## src/rtl/dpram_fifo_ctrl_if.sv

```systemverilog
// Handshake and RAM-control bundle between the FIFO controller and its environment.
// The controller takes the slave modport; requesters, reader and DPRAM sit on the master side.
interface dpram_fifo_ctrl_if #(
   parameter int unsigned ADDR_WIDTH = 4,
   parameter int unsigned DATA_WIDTH = 8
);
   logic                  wr0_valid;
   logic [DATA_WIDTH-1:0] wr0_data;
   logic                  wr0_ready;
   logic                  wr1_valid;
   logic [DATA_WIDTH-1:0] wr1_data;
   logic                  wr1_ready;
   logic                  rd_en;
   logic [DATA_WIDTH-1:0] rd_data;
   logic                  rd_valid;
   logic                  empty;
   logic                  full;
   logic [ADDR_WIDTH:0]   level;
   logic                  afull;
   logic                  aempty;
   logic                  ram_we;
   logic [ADDR_WIDTH-1:0] ram_waddr;
   logic [DATA_WIDTH-1:0] ram_wdata;
   logic [ADDR_WIDTH-1:0] ram_raddr;
   logic [DATA_WIDTH-1:0] ram_rdata;

   modport slave (
      input  wr0_valid, wr0_data, wr1_valid, wr1_data, rd_en, ram_rdata,
      output wr0_ready, wr1_ready, rd_data, rd_valid, empty, full, level, afull, aempty,
             ram_we, ram_waddr, ram_wdata, ram_raddr
   );

   modport master (
      output wr0_valid, wr0_data, wr1_valid, wr1_data, rd_en, ram_rdata,
      input  wr0_ready, wr1_ready, rd_data, rd_valid, empty, full, level, afull, aempty,
             ram_we, ram_waddr, ram_wdata, ram_raddr
   );
endinterface

```

## src/rtl/dpram_fifo_ctrl.sv

```systemverilog
// FIFO controller for one DPRAM: two round-robin writers on port A, one reader on port B.
// Define FIFO_ALMOST_FLAGS_EN for registered threshold-based almost-full/almost-empty flags.
module dpram_fifo_ctrl #(
   parameter int unsigned ADDR_WIDTH = 4,
   parameter int unsigned DATA_WIDTH = 8,
   parameter int unsigned AF_THRESH  = 2,
   parameter int unsigned AE_THRESH  = 2
) (
   input  logic                clk_i,
   input  logic                rst_async_i,
   dpram_fifo_ctrl_if.slave    bus_io
);
   localparam int unsigned Depth = 2 ** ADDR_WIDTH;

   logic [ADDR_WIDTH:0] wr_ptr_q, wr_ptr_d;
   logic [ADDR_WIDTH:0] rd_ptr_q, rd_ptr_d;
   logic                last_gnt_q, last_gnt_d;
   logic                rd_valid_q;
   logic                empty, full;
   logic                gnt0, gnt1;
   logic                wr_acc, rd_acc;

   // Wrap bit distinguishes full from empty when the low bits coincide.
   assign empty = (wr_ptr_q == rd_ptr_q);
   assign full  = (wr_ptr_q[ADDR_WIDTH] != rd_ptr_q[ADDR_WIDTH]) &&
                  (wr_ptr_q[ADDR_WIDTH-1:0] == rd_ptr_q[ADDR_WIDTH-1:0]);

   always_comb begin
      gnt0       = bus_io.wr0_valid & (~bus_io.wr1_valid | last_gnt_q);
      gnt1       = bus_io.wr1_valid & (~bus_io.wr0_valid | ~last_gnt_q);
      wr_acc     = (gnt0 | gnt1) & ~full;
      rd_acc     = bus_io.rd_en & ~empty;
      last_gnt_d = wr_acc ? gnt1 : last_gnt_q;
      wr_ptr_d   = wr_ptr_q + {{ADDR_WIDTH{1'b0}}, wr_acc};
      rd_ptr_d   = rd_ptr_q + {{ADDR_WIDTH{1'b0}}, rd_acc};
   end

   always_ff @(posedge clk_i or posedge rst_async_i) begin
      if (rst_async_i) begin
         wr_ptr_q   <= '0;
         rd_ptr_q   <= '0;
         last_gnt_q <= 1'b1;
         rd_valid_q <= 1'b0;
      end else begin
         wr_ptr_q   <= wr_ptr_d;
         rd_ptr_q   <= rd_ptr_d;
         last_gnt_q <= last_gnt_d;
         rd_valid_q <= rd_acc;
      end
   end

   assign bus_io.wr0_ready = gnt0 & ~full;
   assign bus_io.wr1_ready = gnt1 & ~full;
   assign bus_io.ram_we    = wr_acc;
   assign bus_io.ram_waddr = wr_ptr_q[ADDR_WIDTH-1:0];
   assign bus_io.ram_wdata = gnt1 ? bus_io.wr1_data : bus_io.wr0_data;
   assign bus_io.ram_raddr = rd_ptr_q[ADDR_WIDTH-1:0];
   assign bus_io.rd_data   = bus_io.ram_rdata;
   assign bus_io.rd_valid  = rd_valid_q;
   assign bus_io.empty     = empty;
   assign bus_io.full      = full;
   assign bus_io.level     = wr_ptr_q - rd_ptr_q;

`ifdef FIFO_ALMOST_FLAGS_EN
   logic                  afull_q, afull_d;
   logic                  aempty_q, aempty_d;
   logic [ADDR_WIDTH:0]   level_d;
   logic [ADDR_WIDTH+1:0] free_d;

   // Flags are computed from next-state level so they update alongside LEVEL.
   always_comb begin
      level_d  = wr_ptr_d - rd_ptr_d;
      free_d   = (ADDR_WIDTH + 2)'(Depth) - {1'b0, level_d};
      afull_d  = (free_d <= (ADDR_WIDTH + 2)'(AF_THRESH));
      aempty_d = ({1'b0, level_d} <= (ADDR_WIDTH + 2)'(AE_THRESH));
   end

   always_ff @(posedge clk_i or posedge rst_async_i) begin
      if (rst_async_i) begin
         afull_q  <= 1'b0;
         aempty_q <= 1'b1;
      end else begin
         afull_q  <= afull_d;
         aempty_q <= aempty_d;
      end
   end

   assign bus_io.afull  = afull_q;
   assign bus_io.aempty = aempty_q;
`else
   assign bus_io.afull  = full;
   assign bus_io.aempty = empty;
`endif
endmodule

```

## src/flat_wrapper.sv

```systemverilog
// flat-port wrapper written by rule: the top's interface ports become plain ports
module dpram_fifo_ctrl_flat 
#(
   parameter int unsigned ADDR_WIDTH = 4,
   parameter int unsigned DATA_WIDTH = 8,
   parameter int unsigned AF_THRESH  = 2,
   parameter int unsigned AE_THRESH  = 2
)
  (clk_i, rst_async_i, bus_io_wr0_valid, bus_io_wr0_data, bus_io_wr1_valid, bus_io_wr1_data, bus_io_rd_en, bus_io_ram_rdata, bus_io_wr0_ready, bus_io_wr1_ready, bus_io_rd_data, bus_io_rd_valid, bus_io_empty, bus_io_full, bus_io_level, bus_io_afull, bus_io_aempty, bus_io_ram_we, bus_io_ram_waddr, bus_io_ram_wdata, bus_io_ram_raddr);
  dpram_fifo_ctrl_if #(.ADDR_WIDTH(ADDR_WIDTH), .DATA_WIDTH(DATA_WIDTH)) bus_io_i ();
  input  logic clk_i;
  input  logic rst_async_i;
  input wire logic [$bits(bus_io_i.wr0_valid)-1:0] bus_io_wr0_valid;
  input wire logic [$bits(bus_io_i.wr0_data)-1:0] bus_io_wr0_data;
  input wire logic [$bits(bus_io_i.wr1_valid)-1:0] bus_io_wr1_valid;
  input wire logic [$bits(bus_io_i.wr1_data)-1:0] bus_io_wr1_data;
  input wire logic [$bits(bus_io_i.rd_en)-1:0] bus_io_rd_en;
  input wire logic [$bits(bus_io_i.ram_rdata)-1:0] bus_io_ram_rdata;
  output wire logic [$bits(bus_io_i.wr0_ready)-1:0] bus_io_wr0_ready;
  output wire logic [$bits(bus_io_i.wr1_ready)-1:0] bus_io_wr1_ready;
  output wire logic [$bits(bus_io_i.rd_data)-1:0] bus_io_rd_data;
  output wire logic [$bits(bus_io_i.rd_valid)-1:0] bus_io_rd_valid;
  output wire logic [$bits(bus_io_i.empty)-1:0] bus_io_empty;
  output wire logic [$bits(bus_io_i.full)-1:0] bus_io_full;
  output wire logic [$bits(bus_io_i.level)-1:0] bus_io_level;
  output wire logic [$bits(bus_io_i.afull)-1:0] bus_io_afull;
  output wire logic [$bits(bus_io_i.aempty)-1:0] bus_io_aempty;
  output wire logic [$bits(bus_io_i.ram_we)-1:0] bus_io_ram_we;
  output wire logic [$bits(bus_io_i.ram_waddr)-1:0] bus_io_ram_waddr;
  output wire logic [$bits(bus_io_i.ram_wdata)-1:0] bus_io_ram_wdata;
  output wire logic [$bits(bus_io_i.ram_raddr)-1:0] bus_io_ram_raddr;
  assign bus_io_i.wr0_valid = bus_io_wr0_valid;
  assign bus_io_i.wr0_data = bus_io_wr0_data;
  assign bus_io_i.wr1_valid = bus_io_wr1_valid;
  assign bus_io_i.wr1_data = bus_io_wr1_data;
  assign bus_io_i.rd_en = bus_io_rd_en;
  assign bus_io_i.ram_rdata = bus_io_ram_rdata;
  assign bus_io_wr0_ready = bus_io_i.wr0_ready;
  assign bus_io_wr1_ready = bus_io_i.wr1_ready;
  assign bus_io_rd_data = bus_io_i.rd_data;
  assign bus_io_rd_valid = bus_io_i.rd_valid;
  assign bus_io_empty = bus_io_i.empty;
  assign bus_io_full = bus_io_i.full;
  assign bus_io_level = bus_io_i.level;
  assign bus_io_afull = bus_io_i.afull;
  assign bus_io_aempty = bus_io_i.aempty;
  assign bus_io_ram_we = bus_io_i.ram_we;
  assign bus_io_ram_waddr = bus_io_i.ram_waddr;
  assign bus_io_ram_wdata = bus_io_i.ram_wdata;
  assign bus_io_ram_raddr = bus_io_i.ram_raddr;
  dpram_fifo_ctrl #(.ADDR_WIDTH(ADDR_WIDTH), .DATA_WIDTH(DATA_WIDTH), .AF_THRESH(AF_THRESH), .AE_THRESH(AE_THRESH)) u_core (.clk_i(clk_i), .rst_async_i(rst_async_i), .bus_io(bus_io_i));
endmodule
```

## config.mk

```make
export PLATFORM = sky130hd
export DESIGN_NAME = dpram_fifo_ctrl_flat
export DESIGN_NICKNAME = d
export VERILOG_FILES = /design/src/rtl/dpram_fifo_ctrl_if.sv /design/src/rtl/dpram_fifo_ctrl.sv /design/src/flat_wrapper.sv
export SDC_FILE = /design/constraint.sdc
export NUM_CORES = 1
export LEC_CHECK = 0
export ABC_AREA = 1
export CAP_MARGIN = 25
export CORE_MARGIN = 5
export CORE_UTILIZATION = 55
export CTS_CLUSTER_DIAMETER = 120
export DETAILED_ROUTE_END_ITERATION = 8
export DONT_BUFFER_PORTS = 1
export PLACE_DENSITY = 0.7
export SLEW_MARGIN = 0
export SYNTH_ARGS = -nofsm -noshare
export SYNTH_HDL_FRONTEND = slang
export SYNTH_SLANG_ARGS = --single-unit
```

## constraint.sdc

```tcl
create_clock -name clk_i -period 3.1 [get_ports clk_i]
set_clock_uncertainty 0.05 [all_clocks]
set_input_delay 0.62 -clock clk_i [delete_from_list [all_inputs] [get_ports clk_i]]
set_output_delay 0.62 -clock clk_i [all_outputs]
set_load 0.005 [all_outputs]
```

Word-level counts from Yosys, hierarchy flattened
Cells that the tools add are included.
{"block": "op_classes", "n_addsub": 3, "eq_ne": 3, "n_mux": 1, "bitwise": 14, "reduce_logical": 1}
{"cell": "$add A5 B1 Y5", "count": 2}
{"cell": "$mux W8", "count": 1}
{"cell": "$and A1 B1 Y1", "count": 6}
{"cell": "$eq A5 B5 Y1", "count": 1}
{"cell": "$not A1 Y1", "count": 5}
{"cell": "$sub A5 B5 Y5", "count": 1}
{"cell": "$eq A4 B4 Y1", "count": 1}
{"cell": "$or A1 B1 Y1", "count": 3}
{"cell": "$logic_and A1 B1 Y1", "count": 1}
{"cell": "$ne A1 B1 Y1", "count": 1}
{"block": "word_totals", "regBits": 12, "input_bits": 29, "output_inout_bits": 37, "word_cells": 26}

Logic depth before layout (Yosys ltp)
Gate-level depths: netlist of the first run.
{"block": "logic_depth", "depth_word": 6, "depth_mapped": 11, "mapped_depth_nobuf": 11}

Worst setup path before layout of the first run
Ideal clock, no wire load.
{"block": "synth_timing", "path_kind": "register to output", "start": "register u_core.rd_ptr_q[0]", "end": "output bus_io_level[4]", "arrival_time_ps": 1375, "t_required_ps": 2430, "path_slack_ps": 1055, "path_stages_with_launch": 7, "path_buffers": 0, "path_cell_list": "dfrtp_1 -> ha_1 -> fa_1 -> or2_1 -> nand2_1 -> nand2_1 -> nand2_1"}
{"block": "synth_via", "elab_chain_len": 1}
{"element": "from (decl)", "line_no": "dpram_fifo_ctrl.sv:16", "source": "logic [ADDR_WIDTH:0] rd_ptr_q, rd_ptr_d;"}
{"element": "from (signal assigned)", "line_no": "dpram_fifo_ctrl.sv:46", "source": "rd_ptr_q <= rd_ptr_d;"}
{"element": "$sub A5 B5 Y5", "line_no": "dpram_fifo_ctrl.sv:62", "source": "assign bus_io.level = wr_ptr_q - rd_ptr_q;"}
{"element": "to (decl)", "line_no": "flat_wrapper.sv:25", "source": "output wire logic [$bits(bus_io_i.level)-1:0] bus_io_level;"}
No other way between the ends.

Worst setup path after layout of the first run
Same ends and word-level chain as after synthesis.

==> results of run 1 <==
## stage by stage
step	cell area, µm²	setup slack, ns	hold slack [ns]	util (%)
finish	867	0.648	0.184	51.9
global route	867	0.535	0.198	51.9
CTS	867	0.629	0.189	51.9
detailed placement	831	0.939	0.436	49.7
global placement	831	0.971	0.421	49.7
floorplan	937	1.06	0.412	-
## logic make-up (layout without fill, tap and decap cells)
kind of cell,after synthesis,count (layout)
and+or+nand+nor,54,54
adders and majority gates,9,9
buffers and inverters,36,23
AOI/OAI and AO/OA,3,3
DFF,12,12
xor gates and xnor gates,7,7
## cells in the mapped netlist (2+ instances only)
cell type	count	area share, %
buf_4	18	14
xor2_1	5	4.7
a21oi_1	2	1.1
nand2_1	40	16
nand3_1	5	2.7
ha_1	8	11
inv_1	17	6.8
xnor2_1	2	1.9
nor2_1	3	1.2
nand2_2	2	1.3
dfrtp_1	11	29
nand3b_1	2	1.6
## worst paths after layout
check | from | to | slack (ns) | cells after the start
hold / removal | rst_async_i | u_core.rd_ptr_q[3] | 0.18 | 1
max in group asynchronous | rst_async_i | u_core.last_gnt_q | 2.48 | 1
setup / recovery | u_core.rd_ptr_q[0] | bus_io_level[4] | 0.65 | 6
hold reg to reg | u_core.last_gnt_q | u_core.last_gnt_q | 0.44 | 2
min in group clk_i | bus_io_rd_en | u_core.bus_io.rd_valid | 0.42 | 2
setup reg to reg | u_core.rd_ptr_q[2] | u_core.rd_ptr_q[4] | 1.01 | 9
## power groups by stage
stage / Sequential, mW / Clock (mW) / Combinational [mW]
after floorplan: 0.301 / 0 / 0.530
final: 0.329 / 0.122 / 0.523
after CTS: 0.332 / 0.129 / 0.537
after global placement: 0.332 / 0 / 0.520
after global routing: 0.345 / 0.140 / 0.614
after detailed placement: 0.335 / 0 / 0.536
## metal layers
metal | up-vias | part of all wire (%) | track usage (%)
met3 | 2 | 9.4 | 7.87
met2 | 27 | 52 | 23.0
met5 | - | 0 | 0
met1 | 283 | 38 | 14.9
li1 | 324 | - | -
met4 | 0 | 0.49 | 3.06
## sequential cells by signal (all words and copies together) (netlist names)
register,count
u_core.wr_ptr_q,5
u_core.bus_io.rd_valid,1
u_core.rd_ptr_q,5
u_core.last_gnt_q,1
## area by class of cell
| type | instances | share of cell area [%] |
|---|---|---|
| Clock buffer | 4 | 4.18 |
| Inverter | 18 | 7.79 |
| Sequential cell | 12 | 34.8 |
| Timing Repair Buffer | 1 | 0.866 |
| Multi-Input combinational cell | 73 | 49.9 |
| Tap cell | 17 | 2.45 |
## worst register-to-register path: stages, from the launching register on
cell and delay (ns):
dfrtp_1 0.44, inv_1 0.07, ha_1 0.36, nand2_2 0.08, nor3_1 0.25, nor2_1 0.10, ha_1 0.21, ha_1 0.21
nand3_1 0.10, xor2_1 0.14
==> metrics, run 1 <==
Post-Layout Cell Count=~130; CP required=about 2.4 ns; clock sinks=12; syn avg cell area=a little under 8 µm²; max-cap viol count=0; Slew Limit Fails=0; GRT Total Usage=roughly 14%; Final ANT Viol Nets=0; post-detail-place hpwl=1430 µm; Post-synth EDFFs=0; Slew HR=a little over two thirds; Synth Area in XOR/XNOR=around 6.5%; Starting Density=a little under three fifths; register area share after synthesis=~32%; Crit Path Category=register to output pin; Routability Congestion=0.759; Sequential cell area=just over 300 µm²; routed wire length=approximately 1600 µm; simple-gate share of the synthesized area=about a quarter; P_int=between 0.5 and 0.6 mW; Layout area overhead=-7.48%; TritonRoute pass-1 iters=4; Synth Flop Type=dfrtp_1; Sw Pwr=around 0.45 mW; RSZ-0062 raised after global routing=no; largest net degree at the start of global routing=13; Post-CTS Setup Bufs=0; Hold WC Path Type=input port to async pin; cell family with most CP delay=adder cells; most frequent cells in the layout=nand2_1 (40), inv_1 (17), dfrtp_1 (11); final setup vio count=0; via density per instance=a little over 5; # rows=15; final worst-path cycle share=79.1%; Seq cells post-synth=12; 1st-iter DRT viols=12; switching share of power=between 40% and 50%; CP max stage delay=around 0.42 ns; die width=around 51 µm; pwr dens=1120 nW/µm²; startpoint types=register; Fin. Hold Viols=0; Clk pwr share=approximately an eighth; Sequential Power Share=between 30% and 40%; die area=2630 µm²; Total Power=slightly below 1 mW; Compound-Gate Fraction of Synth Area=roughly 2.8%; vias in the first global route=613; Ports=66; setup TNS=0 ns; CTS Buf Count=3; CTS resizes=0; antenna violations before repair=0; power share of the combinational group=53.7%; synthesized instance count=121; H-tree depth=1; Congestion Overflow GR=0; port bufs=0; layout cell share with drive strength beyond 1=a little under a tenth; hold buffers post-CTS=0; clk_lat worst skew=0.27 ns; worst path arrival time=roughly 1.8 ns; leading cell type in the layout, fill and taps excluded=nand2_1; die height=~51 µm; multiplexer share of the synthesized area=0%; library cells used by synthesis=18; synthesized net count=between 150 and 200; CP max stage cell=dfrtp_1; global-route wire length before repair=between 2000 and 3000 µm; critical path endpoint category=output pin; worst slew pin tran=0.449 ns; combinational family with the most area after synthesis=simple AND/OR/NAND/NOR gates; Clock Tree Root=clkbuf_4; CP max FO=3; cell count after placement=~120; Tmin final=around 2.5 ns; Synth async-reset ratio=100%; Syn. warnings=0; CP most frequent cell=nand2_1; status=complete, no violations; Mapped Area=approximately 940 µm²; number of diodes=0; adder-cell share of the synthesized area=between 10% and 20%; Leak=0.505 nW; CP Buf/Inv Count=0; footprint of the multi-input gates=approximately 430 µm²; worst-case clock buffer depth=2; critical-path cell list=ha_1, fa_1, or2_1, nand2_1, nand2_1, nand2_1; core footprint=1670 µm²; CTS tree=yes; vias=around 640; filler cell count=173; clk slew on worst S/H paths=~0.07 ns; WL per Instance=13.0 µm; # DRC=0; Peak VDD IR=~0.62 mV; Fmax achieved=408 MHz; # nets final=147
(Power assumes the default switching activity.)
==> run 2: changes to the inputs <==
Clock period 3.1 ns to 2.5 ns, I/O delays scaled along.
==> metrics, run 2 (synthesis gave the netlist of run 1 again) <==
status=complete, no violations; Total Power=1.22 mW (+25%); max-cap viol count=0 (unchanged); leading cell type in the layout, fill and taps excluded=nand2_1; Slew Limit Fails=0 (unchanged); vias in the first global route=663 (+8.2%); startpoint types=register; worst path arrival time=1.78 ns (about the same); final worst-path cycle share=93.0%; number of diodes=0 (unchanged); cell count after placement=121 (unchanged); 1st-iter DRT viols=10 (-2); GRT Total Usage=14.8% (+1.2 points); RSZ-0062 raised after global routing=no; most frequent cells in the layout=nand2_1 (40), inv_1 (17), dfrtp_1 (11); Crit Path Category=register to output pin; CTS Buf Count=3 (unchanged); hold buffers post-CTS=0 (unchanged); Layout Utilization=51.9% (unchanged); antenna violations before repair=0 (unchanged); Layout area overhead=-7.48% (unchanged); clock sinks=12 (unchanged); Congestion Overflow GR=0 (unchanged); vias=638 (+0.31%); routed wire length=1700 µm (+4.4%); H-tree depth=1 (unchanged); CP max FO=3 (unchanged); die height=51.3 µm (unchanged); port bufs=0 (unchanged); CTS resizes=0 (unchanged); CTS tree=yes; worst slew pin tran=0.482 ns (+0.0328 ns); Routability Congestion=0.778 (+2.5%); # rows=15 (unchanged); Clock Tree Root=clkbuf_4; Post-Layout Cell Count=125 (unchanged); WL per Instance=13.6 µm (+4.4%); pwr dens=1410 nW/µm² (+25%); # DRC=0 (unchanged); final setup vio count=0 (unchanged); r2r setup slk=0.40 ns (-0.61 ns); post-detail-place hpwl=1420 µm (-0.69%); Fin. Hold Viols=0 (unchanged); TritonRoute pass-1 iters=4 (unchanged); R2R depth=11 (+2); die width=51.3 µm (unchanged); Fmax achieved=between 400 and 500 MHz; Ports=66 (unchanged); Hold WC Path Type=input port to async pin; worst setup path startpoint=u_core.wr_ptr_q[0]; layout cell share with drive strength beyond 1=9.26% (unchanged); Final ANT Viol Nets=0 (unchanged); Leak=0.505 nW (unchanged); critical path endpoint category=output pin; launching point of the worst reg2reg path=u_core.rd_ptr_q[2]; via density per instance=5.10 (+0.31%); setup TNS=0 ns (unchanged); top flop regs=u_core.rd_ptr_q: 5 flops, u_core.wr_ptr_q: 5 flops; worst-case clock buffer depth=2 (unchanged); largest net degree at the start of global routing=13 (unchanged); clk slew on worst S/H paths=0.07 ns (about the same); CP required=1.95 ns (-0.48 ns); Tmin final=between 2 and 2.5 ns; global-route wire length before repair=2850 µm (+4.8%); Slew HR=67.8% (-2.2 points); Starting Density=56.1% (unchanged); die area=2630 µm² (unchanged); reg-to-reg endpoint=u_core.wr_ptr_q[4]; Peak VDD IR=0.842 mV (+36%); clk_lat worst skew=0.28 ns (about the same); # nets final=147 (unchanged); core footprint=1670 µm² (unchanged); Post-CTS Setup Bufs=0 (unchanged)
[run 2: cell counts in the layout (fill, tap and decap cells not counted)]
Identical to the previous run, type by type.
[run 2: how the worst max path moves through the flow]
stage	to	slack, ns	depth (start not counted)
floorplan	u_core.rd_ptr_q[4]	0.51	9
global placement	u_core.wr_ptr_q[4]	0.44	11
detailed placement	u_core.wr_ptr_q[4]	0.40	11
CTS	bus_io_level[4]	0.16	7
global route	bus_io_level[4]	0.02	7
finish	bus_io_level[4]	0.17	7
[run 2: area by class of cell]
| type | instances | area (µm²) |
|---|---|---|
| fill | 179 | 803 |
| multi-input combinational | 73 | 433 |
| sequential | 12 | 302 |
| inverter | 18 | 67.6 |
| clock buffer | 4 | 36.3 |
| tap | 17 | 21.3 |
| timing repair buffer | 1 | 7.51 |
[run 2: metal layers]
layer / share of wire [%] / track usage, % / routed length (µm)
met1: 40 / 15.5 / 688
met2: 50 / 24.5 / 844
met3: 8.8 / 8.75 / 150
met4: 1.2 / 5.68 / 21
met5: 0 / 0 / 0
[run 2: power by group]
group	total [mW]	switching [mW]	internal [mW]
logic	0.655	0.394	0.261
registers	0.409	0.115	0.294
clock network	0.155	0.0660	0.0887
total	1.22	0.575	0.644
[run 2: critical path, stage by stage (launching register included)]
cell     delay (ns)
dfrtp_1        0.39
inv_1          0.06
ha_1           0.20
fa_1           0.40
or2_1          0.26
nand2_1        0.06
nand2_1        0.04
nand2_1        0.09
[run 2: per-stage QoR]
stage | cell area (µm²) | setup slack, ns | hold WS [ns]
5_1_grt | 867 | 0.0213 | 0.0765
3_3_place_gp | 831 | 0.437 | 0.371
3_5_place_dp | 831 | 0.402 | 0.375
4_1_cts | 867 | 0.163 | 0.0741
6_report | 867 | 0.174 | 0.0699
2_1_floorplan | 937 | 0.508 | 0.314
